===== src/rtl/pack.sv =====
`default_nettype none
// +--------------------------------------------------------------------------+
// | Package   : pack                                                         |
// | Purpose   : Shared types for the core pipeline: the per-boundary         |
// |             stall/flush control struct, the hazard controller state      |
// |             encoding and the boundary index constants.                   |
// | Revision  : 1.0  initial release                                         |
// +--------------------------------------------------------------------------+
package pack;

   // Per pipeline-boundary control. A flushed boundary loads a bubble; a
   // stalled boundary holds its current contents.
   typedef struct packed {
      logic stall;
      logic flush;
   } control;

   typedef enum logic [2:0] {
      CTRL_BOOT  = 3'd0,
      CTRL_RUN   = 3'd1,
      CTRL_HOLD  = 3'd2,
      CTRL_DRAIN = 3'd3,
      CTRL_TRAP  = 3'd4
   } controllerState_;

   // Bit positions of each boundary inside the controller's 4-bit
   // stall/flush request vectors.
   localparam logic [1:0] c_FD = 2'd3;   // fetch -> decode
   localparam logic [1:0] c_DE = 2'd2;   // decode -> execute
   localparam logic [1:0] c_EM = 2'd1;   // execute -> memory
   localparam logic [1:0] c_MW = 2'd0;   // memory -> writeback

   localparam logic [4:0] c_REG_ZERO = 5'd0;

   // A boundary that is both stalled and flushed must take the bubble, so
   // the flush suppresses the stall.
   function automatic control resolveControl(input logic stall, input logic flush);
      control result;
      result.stall = stall & ~flush;
      result.flush = flush;
      return result;
   endfunction

endpackage
`default_nettype wire


===== src/rtl/forward_unit.sv =====
`default_nettype none
// +--------------------------------------------------------------------------+
// | Module    : forward_unit                                                 |
// | Purpose   : Combinational operand bypass for one execute-stage source.   |
// |             Picks the youngest in-flight producer of the register.       |
// | Ports     : source                    register read in execute           |
// |             memoryDestination/Valid/Writes/Data     memory producer      |
// |             writebackDestination/Valid/Writes/Data  writeback producer   |
// |             enable                    override the register file value   |
// |             data                      value to use (0 when not enabled)  |
// | Revision  : 1.0  initial release                                         |
// +--------------------------------------------------------------------------+
module forward_unit
   import pack::*;
(
   input  logic [4:0]  source,
   input  logic [4:0]  memoryDestination,
   input  logic        memoryValid,
   input  logic        memoryWrites,
   input  logic [31:0] memoryData,
   input  logic [4:0]  writebackDestination,
   input  logic        writebackValid,
   input  logic        writebackWrites,
   input  logic [31:0] writebackData,
   output logic        enable,
   output logic [31:0] data
);

   logic w_memoryHit;
   logic w_writebackHit;

   // rd must be non-zero, so an x0 source can never match.
   assign w_memoryHit = memoryValid & memoryWrites &
                        (memoryDestination != c_REG_ZERO) &
                        (memoryDestination == source);

   assign w_writebackHit = writebackValid & writebackWrites &
                           (writebackDestination != c_REG_ZERO) &
                           (writebackDestination == source);

   // Memory holds the younger result and therefore wins.
   always_comb begin
      enable = 1'b0;
      data   = 32'h0000_0000;
      if (w_memoryHit) begin
         enable = 1'b1;
         data   = memoryData;
      end else if (w_writebackHit) begin
         enable = 1'b1;
         data   = writebackData;
      end
   end

endmodule
`default_nettype wire


===== src/rtl/pipeline_controller.sv =====
`default_nettype none
// +--------------------------------------------------------------------------+
// | Module    : pipeline_controller                                          |
// | Purpose   : Hazard and sequencing controller for the five-stage core.    |
// |             Generates per-boundary stall/flush, execute operand bypass,  |
// |             fetch redirects (boot, branch, trap) and interrupt entry.    |
// | Ports     : clock, reset (async active-low)                              |
// |             decode*     : decode slot sources, valid, PC                 |
// |             execute*    : execute slot sources, rd, valid, load          |
// |             memory*     : memory slot rd, valid, writes, result          |
// |             writeback*  : writeback slot rd, valid, writes, value        |
// |             branch*     : taken branch/jump and target from execute      |
// |             imemReady   : fetch accepts a redirect this cycle            |
// |             dmemBusy    : data memory stalls the back end                |
// |             interrupt / trapVector : external interrupt and handler PC   |
// |             *Control    : stall/flush per boundary                       |
// |             forward*    : execute operand overrides                      |
// |             redirect*   : fetch PC override                              |
// |             trapTaken / trapReturnAddress : interrupt entry pulse and PC |
// | Revision  : 1.0  initial release                                         |
// +--------------------------------------------------------------------------+
module pipeline_controller
   import pack::*;
#(
   parameter logic [31:0] RESET_VECTOR = 32'h0000_0000
) (
   input  logic        clock,
   input  logic        reset,
   input  logic [4:0]  decodeSource1,
   input  logic [4:0]  decodeSource2,
   input  logic        decodeUses1,
   input  logic        decodeUses2,
   input  logic        decodeValid,
   input  logic [31:0] decodeProgramCounter,
   input  logic [4:0]  executeSource1,
   input  logic [4:0]  executeSource2,
   input  logic [4:0]  executeDestination,
   input  logic        executeValid,
   input  logic        executeLoad,
   input  logic [4:0]  memoryDestination,
   input  logic        memoryValid,
   input  logic        memoryWrites,
   input  logic [31:0] memoryForwardData,
   input  logic [4:0]  writebackDestination,
   input  logic        writebackValid,
   input  logic        writebackWrites,
   input  logic [31:0] writebackData,
   input  logic        branchValid,
   input  logic [31:0] branchData,
   input  logic        imemReady,
   input  logic        dmemBusy,
   input  logic        interrupt,
   input  logic [31:0] trapVector,
   output control      fetchDecodeControl,
   output control      decodeExecuteControl,
   output control      executeMemoryControl,
   output control      memoryWritebackControl,
   output logic        forwardEnable1,
   output logic        forwardEnable2,
   output logic [31:0] forwardData1,
   output logic [31:0] forwardData2,
   output logic        redirectValid,
   output logic [31:0] redirectAddress,
   output logic        trapTaken,
   output logic [31:0] trapReturnAddress
);

   controllerState_ r_state;
   controllerState_ w_nextState;
   logic            r_pending;
   logic [31:0]     r_heldTarget;
   logic [31:0]     r_trapReturn;

   logic            w_latchTarget;
   logic [31:0]     w_latchValue;
   logic [3:0]      w_stall;
   logic [3:0]      w_flush;
   logic            w_redirect;
   logic [31:0]     w_redirectAddr;
   logic            w_trapPulse;
   logic            w_loadUse;
   logic            w_forwardEnable1;
   logic            w_forwardEnable2;

   // ------------------------------------------------------------------
   // Operand bypass, one unit per execute source
   // ------------------------------------------------------------------
   forward_unit u_forward1 (
      .source               (executeSource1),
      .memoryDestination    (memoryDestination),
      .memoryValid          (memoryValid),
      .memoryWrites         (memoryWrites),
      .memoryData           (memoryForwardData),
      .writebackDestination (writebackDestination),
      .writebackValid       (writebackValid),
      .writebackWrites      (writebackWrites),
      .writebackData        (writebackData),
      .enable               (w_forwardEnable1),
      .data                 (forwardData1)
   );

   forward_unit u_forward2 (
      .source               (executeSource2),
      .memoryDestination    (memoryDestination),
      .memoryValid          (memoryValid),
      .memoryWrites         (memoryWrites),
      .memoryData           (memoryForwardData),
      .writebackDestination (writebackDestination),
      .writebackValid       (writebackValid),
      .writebackWrites      (writebackWrites),
      .writebackData        (writebackData),
      .enable               (w_forwardEnable2),
      .data                 (forwardData2)
   );

   // Bypass is meaningless while the core is held in reset.
   assign forwardEnable1 = reset & w_forwardEnable1;
   assign forwardEnable2 = reset & w_forwardEnable2;

   // A load result is only available from memory onwards, so a dependent
   // instruction in decode has to wait exactly one cycle.
   assign w_loadUse = executeValid & executeLoad &
                      (executeDestination != c_REG_ZERO) & decodeValid &
                      ((decodeUses1 & (decodeSource1 == executeDestination)) |
                       (decodeUses2 & (decodeSource2 == executeDestination)));

   // ------------------------------------------------------------------
   // Next state and outputs
   // ------------------------------------------------------------------
   always_comb begin
      w_nextState    = r_state;
      w_latchTarget  = 1'b0;
      w_latchValue   = r_heldTarget;
      w_stall        = 4'b0000;
      w_flush        = 4'b0000;
      w_redirect     = 1'b0;
      w_redirectAddr = r_heldTarget;
      w_trapPulse    = 1'b0;

      case (r_state)
         CTRL_BOOT: begin
            w_redirect     = 1'b1;
            w_redirectAddr = RESET_VECTOR;
            w_flush[c_FD]  = 1'b1;
            if (imemReady) begin
               w_nextState = CTRL_RUN;
            end
         end

         CTRL_RUN: begin
            if (w_loadUse) begin
               w_stall[c_FD] = 1'b1;
               w_flush[c_DE] = 1'b1;
            end
            // A branch in the same cycle takes precedence; the interrupt
            // stays pending and is taken once the redirect is accepted.
            if (branchValid) begin
               w_flush[c_FD]  = 1'b1;
               w_flush[c_DE]  = 1'b1;
               w_redirect     = 1'b1;
               w_redirectAddr = branchData;
               if (!imemReady) begin
                  w_nextState   = CTRL_HOLD;
                  w_latchTarget = 1'b1;
                  w_latchValue  = branchData;
               end
            end else if (r_pending) begin
               w_nextState = CTRL_DRAIN;
            end
         end

         CTRL_HOLD: begin
            w_redirect    = 1'b1;
            w_flush[c_FD] = 1'b1;
            if (imemReady) begin
               w_nextState = CTRL_RUN;
            end
         end

         CTRL_DRAIN: begin
            // Freeze the instruction in decode (its PC is the return
            // address) and let older instructions retire.
            w_stall[c_FD] = 1'b1;
            w_flush[c_DE] = 1'b1;
            if (!executeValid && !memoryValid && !dmemBusy) begin
               w_nextState = CTRL_TRAP;
            end
         end

         CTRL_TRAP: begin
            w_flush        = 4'b1111;
            w_redirect     = 1'b1;
            w_redirectAddr = trapVector;
            w_trapPulse    = 1'b1;
            if (imemReady) begin
               w_nextState = CTRL_RUN;
            end else begin
               w_nextState   = CTRL_HOLD;
               w_latchTarget = 1'b1;
               w_latchValue  = trapVector;
            end
         end

         default: begin
            w_nextState = CTRL_BOOT;
         end
      endcase

      // Data memory back-pressure freezes everything up to memory and
      // drops a bubble into writeback.
      if (dmemBusy) begin
         w_stall[c_FD] = 1'b1;
         w_stall[c_DE] = 1'b1;
         w_stall[c_EM] = 1'b1;
         w_flush[c_MW] = 1'b1;
      end

      // Outputs follow reset asynchronously rather than waiting for an edge.
      if (!reset) begin
         w_stall     = 4'b0000;
         w_flush     = 4'b1111;
         w_redirect  = 1'b0;
         w_trapPulse = 1'b0;
      end
   end

   assign fetchDecodeControl     = resolveControl(w_stall[c_FD], w_flush[c_FD]);
   assign decodeExecuteControl   = resolveControl(w_stall[c_DE], w_flush[c_DE]);
   assign executeMemoryControl   = resolveControl(w_stall[c_EM], w_flush[c_EM]);
   assign memoryWritebackControl = resolveControl(w_stall[c_MW], w_flush[c_MW]);
   assign redirectValid          = w_redirect;
   assign redirectAddress        = w_redirectAddr;
   assign trapTaken              = w_trapPulse;
   assign trapReturnAddress      = r_trapReturn;

   // ------------------------------------------------------------------
   // State registers
   // ------------------------------------------------------------------
   always_ff @(posedge clock or negedge reset) begin
      if (!reset) begin
         r_state      <= CTRL_BOOT;
         r_pending    <= 1'b0;
         r_heldTarget <= 32'h0000_0000;
         r_trapReturn <= 32'h0000_0000;
      end else begin
         r_state <= w_nextState;

         // Entry consumes the request; a still-asserted level re-arms it
         // from the following cycle.
         if (r_state == CTRL_TRAP) begin
            r_pending <= 1'b0;
         end else begin
            r_pending <= r_pending | interrupt;
         end

         if (w_latchTarget) begin
            r_heldTarget <= w_latchValue;
         end

         // Decode is stalled throughout DRAIN, so its PC is stable here.
         if (r_state == CTRL_DRAIN) begin
            r_trapReturn <= decodeProgramCounter;
         end
      end
   end

endmodule
`default_nettype wire


===== config.mk =====
export PLATFORM = sky130hd
export DESIGN_NAME = pipeline_controller
export DESIGN_NICKNAME = d
export VERILOG_FILES = /design/src/rtl/pack.sv /design/src/rtl/forward_unit.sv /design/src/rtl/pipeline_controller.sv
export SDC_FILE = /design/constraint.sdc
export NUM_CORES = 1
export LEC_CHECK = 0
export CAP_MARGIN = 20
export CORE_AREA = 2 2 135 137
export CTS_CLUSTER_DIAMETER = 200
export CTS_CLUSTER_SIZE = 20
export DETAILED_ROUTE_END_ITERATION = 8
export DIE_AREA = 0 0 137 139
export PLACE_DENSITY_LB_ADDON = 0.05
export SYNTH_ARGS = -nofsm -noshare
export SYNTH_HDL_FRONTEND = slang
export SYNTH_HIERARCHICAL = 1
export SYNTH_SLANG_ARGS = --single-unit

===== constraint.sdc =====
create_clock -name clock -period 3.6 [get_ports clock]
set_input_delay 0.72 -clock clock [delete_from_list [all_inputs] [get_ports clock]]
set_output_delay 0.72 -clock clock [all_outputs]
set_load 0.01 [all_outputs]

==> metrics list <==
* Source-to-sink clock delay at the later pin of the worst-skew pair: 0.33 ns
- In the final layout, the multi-input gates occupy 3240 sq um.
* IR Drop Worst-Case VDD: 327 uV
- The worst register-to-register path ends at r_heldTarget[24].
- Worst-case reg-to-reg path depth: 3
- The finished cells cover 9670 sq um.
- Count of final setup violators: 0
- The clock period could shrink to 3.56 ns.
- Ranking of synthesized cells by area: sky130_fd_sc_hd__dfrtp_1, sky130_fd_sc_hd__nand2_1, sky130_fd_sc_hd__a31o_1
- The routed layout has 6336 vias.
- The finished layout holds 1219 standard cells, fillers aside.
- Number of enable flip-flop cells after synthesis: 0
- Top FF cell, synth: sky130_fd_sc_hd__dfrtp_1
- Tightest slew margin relative to the limit: around a third
- Worst hold path type: in -> async
- For this run, asynchronously set or reset flops after synthesis account for 100%.
- Derived from the worst setup path, the maximum achievable clock frequency is between 0.2 and 0.3 GHz.
- In this run the deepest clock path goes through 2 buffers.
* Worst setup startpoint: executeSource2[1]
- The worst register-to-register path begins at r_state[0].
* Worst Skew: 0.00761 ns
- Final hold analysis gives a worst-case slack of 0.270 ns.
- Combinational family with the most area after synthesis: simple AND/OR/NAND/NOR gates
- Fraction of layout cells with a size suffix above 1: around a tenth
- CTS H-tree lvls: 3
- Number of top-level pins: 350
* Number of max-cap violations: 0
- Number of inserted filler cells in the final layout: roughly 1600
* Routed wire length: 22500 um
- Cell count after synthesis: 635
- Die height: 139 um
- Most numerous cell in the Yosys netlist: sky130_fd_sc_hd__nand2_1
- Count of input and output buffers: ~350
- In this run the register-to-register setup slack is 1.67 ns.
* Die Span X: about 140 um
- Largest net degree at the start of global routing: 65
- Summed over all cells, the static leakage comes to about 4.6 nW.
- At the pin with the least slew margin, the transition time is between 0.9 and 1 ns.
- For this design, the sink count on the clock tree is 68.
- The first routing iteration left 430 violations.
* Area share of the largest cell type after synthesis: 31.2%
* Synthesized-area fraction occupied by xor and xnor cells: 4.18%
- Count of warnings emitted by yosys: 6
- Total of flip-flops plus latches after synthesis: between 60 and 70
* Number of hold violations in the final report: 0
* Synthesized-area fraction occupied by and/or/nand/nor cells: 24.8%
* Area grow syn2layout: 77.5%
- The detail route stage leaves a number of antenna-violating nets equal to 0.
* Wire length of the first global-routing pass: ~34000 um
- Biggest fanout along the worst timing path: 16
- Row generation in the floorplan step produced 49 rows.
- Starting Density: 30.9%
* Synthesized area divided by synthesized cell count: 8.59 sq um
- Core Area: 17700 sq um
* Half-perimeter wire length of the detailed placement result: 16800 um
- Of the synthesized area, sequential elements account for 31.2%.
- In the synthesized netlist, the cells that appear most often are sky130_fd_sc_hd__nand2_1, sky130_fd_sc_hd__dfrtp_1, sky130_fd_sc_hd__a31o_1, sky130_fd_sc_hd__nor4b_1, sky130_fd_sc_hd__inv_1.
- Diode insertion count for antenna repair: 0
* Period utilization: 98.8%
- Path type of the worst setup path: in -> out
* Cell type with the highest aggregate area in the netlist: sky130_fd_sc_hd__dfrtp_1
- Root cell of the clock tree: sky130_fd_sc_hd__clkbuf_16
- After global routing the overflow that remains totals 0.
- First-pass DRT Iterations: 6
* Net count after synthesis: 845
- Compound-Gate Fraction of Synth Area: 22.1%
* Placed standard-cell area: approximately 9000 sq um
- Overall die area: 19000 sq um
- Of the post-synthesis cell area, the part taken by muxes is approximately 7.0%.
- Result of the run: finished clean
* Post-Syn Area: around 5500 sq um
- Of the total synthesized cell area, the portion taken by full adders, half adders and majority gates is 0%.
- Avg WL per Cell: 18.5 um
- Registers take about 1700 sq um.
- Critical path data required time: about 2.9 ns
* Pwr Density: 497 nW/um^2
- After detailed placement, the design holds a cell count of 1199.
* Distinct cell type count after synthesis: around 50
- Post-CTS Hold Buffers: 0
- Vias in the first global route: 6526
- TritonCTS built the clock tree.
- Number of pins exceeding their max-slew limit in the final report: 0
- After detailed routing, the number of vias per cell comes to 5.20.
- Crit path launch type: input port
- Clock-pin slew was measured on the worst setup and hold paths at 0.05 ns.
* DRC viols: 0
- The congestion estimate from routability-driven global placement came to 0.892.
- Critical path data arrival time: 2.84 ns
* Net count reported at finish: 1195
- Clock tree synthesis inserted a total of 9 buffers.
- Capturing element type of the critical path: primary output
- Across every metal layer, demand over resource in global routing totals 22.6%.
* Number of antenna violations at the first check in global routing: 0
## flip-flops by register name (all words and copies together) (netlist names)
name / flops
trapReturnAddress: 32
r_pending: 1
r_heldTarget: 32
r_state: 3
## cells in the final DEF, fill, tap and decap left out, types with 12 or more instances in the layout
| cell type | count |
|---|---|
| sky130_fd_sc_hd__dfrtp_1 | 68 |
| sky130_fd_sc_hd__mux2i_1 | 32 |
| sky130_fd_sc_hd__buf_4 | 44 |
| sky130_fd_sc_hd__o21ai_1 | 31 |
| sky130_fd_sc_hd__xor2_1 | 12 |
| sky130_fd_sc_hd__clkdlybuf4s50_1 | 274 |
| sky130_fd_sc_hd__a31o_1 | 60 |
| sky130_fd_sc_hd__inv_1 | 37 |
| sky130_fd_sc_hd__a222oi_1 | 32 |
| sky130_fd_sc_hd__dlygate4sd2_1 | 64 |
| sky130_fd_sc_hd__xnor2_1 | 14 |
| sky130_fd_sc_hd__nor4b_1 | 59 |
| sky130_fd_sc_hd__nand2_1 | 141 |
## critical path, cell delays in order
cell and delay, ns:
sky130_fd_sc_hd__clkdlybuf4s50_1 0.47, sky130_fd_sc_hd__xor2_1 0.19, sky130_fd_sc_hd__a211o_1 0.25, sky130_fd_sc_hd__or3_4 0.41
sky130_fd_sc_hd__bufbuf_16 0.31, sky130_fd_sc_hd__a31o_1 0.20, sky130_fd_sc_hd__dlygate4sd2_1 0.29
## kinds of logic (layout without fill, tap and decap cells)
family,Yosys count,after routing
xor gates and xnor gates,26,26
muxes,36,36
DFF,68,68
other,1,1
buffers and inverters,103,458
AOI/OAI and AO/OA,149,149
and+or+nand+nor,252,252
## worst max-delay path by stage
stage / end / slack, ns / cells after the start
after global routing: forwardData2[19] / -0.01 / 7
after CTS: forwardData1[15] / -0.002 / 9
final: forwardData2[0] / 0.04 / 7
after global placement: forwardData1[22] / -0.29 / 7
after detailed placement: forwardData1[30] / -0.31 / 7
after floorplan: forwardEnable1 / 0.84 / 7
## area by class of cell
| type | instances | share of cell area (%) |
|---|---|---|
| Clock inverter | 7 | 1.02 |
| Multi-Input combinational cell | 464 | 33.5 |
| Timing Repair Buffer | 403 | 41.1 |
| Inverter | 39 | 1.51 |
| Sequential cell | 68 | 17.6 |
| Tap cell | 229 | 2.96 |
| Clock buffer | 9 | 2.33 |
## through the flow
step           setup TNS [ns]  total power, mW  utilization [%]  setup slack (ns)
6_report                    0             4.81             54.8            0.0432
5_1_grt               -0.0312             5.16             54.8           -0.0144
4_1_cts              -0.00168             4.86             54.5          -0.00168
3_5_place_dp           -16.27             3.88             52.4            -0.311
3_3_place_gp           -14.71             3.84             52.4            -0.292
2_1_floorplan               0             2.56                -             0.841
## routing by layer
metal	wire length (um)	track usage, %
met5	0	0
met4	654	8.03
met3	1740	5.08
met2	11800	41.4
met1	8280	25.3
## report_power, final
part,internal (mW),total (mW),switching (mW)
sequential,1.12,1.34,0.213
clock,0.609,0.945,0.336
combinational,1.35,2.53,1.18
total,3.08,4.81,1.73
## repair_timing
item / in CTS / in global routing
pin swaps: 6 / 4
endpoints found under the setup margin: 66 / 31
buffers inserted: 1 / 0
cloned: 2 / 1
gates resized for setup: 81 / 11
(Power assumes the default switching activity.)
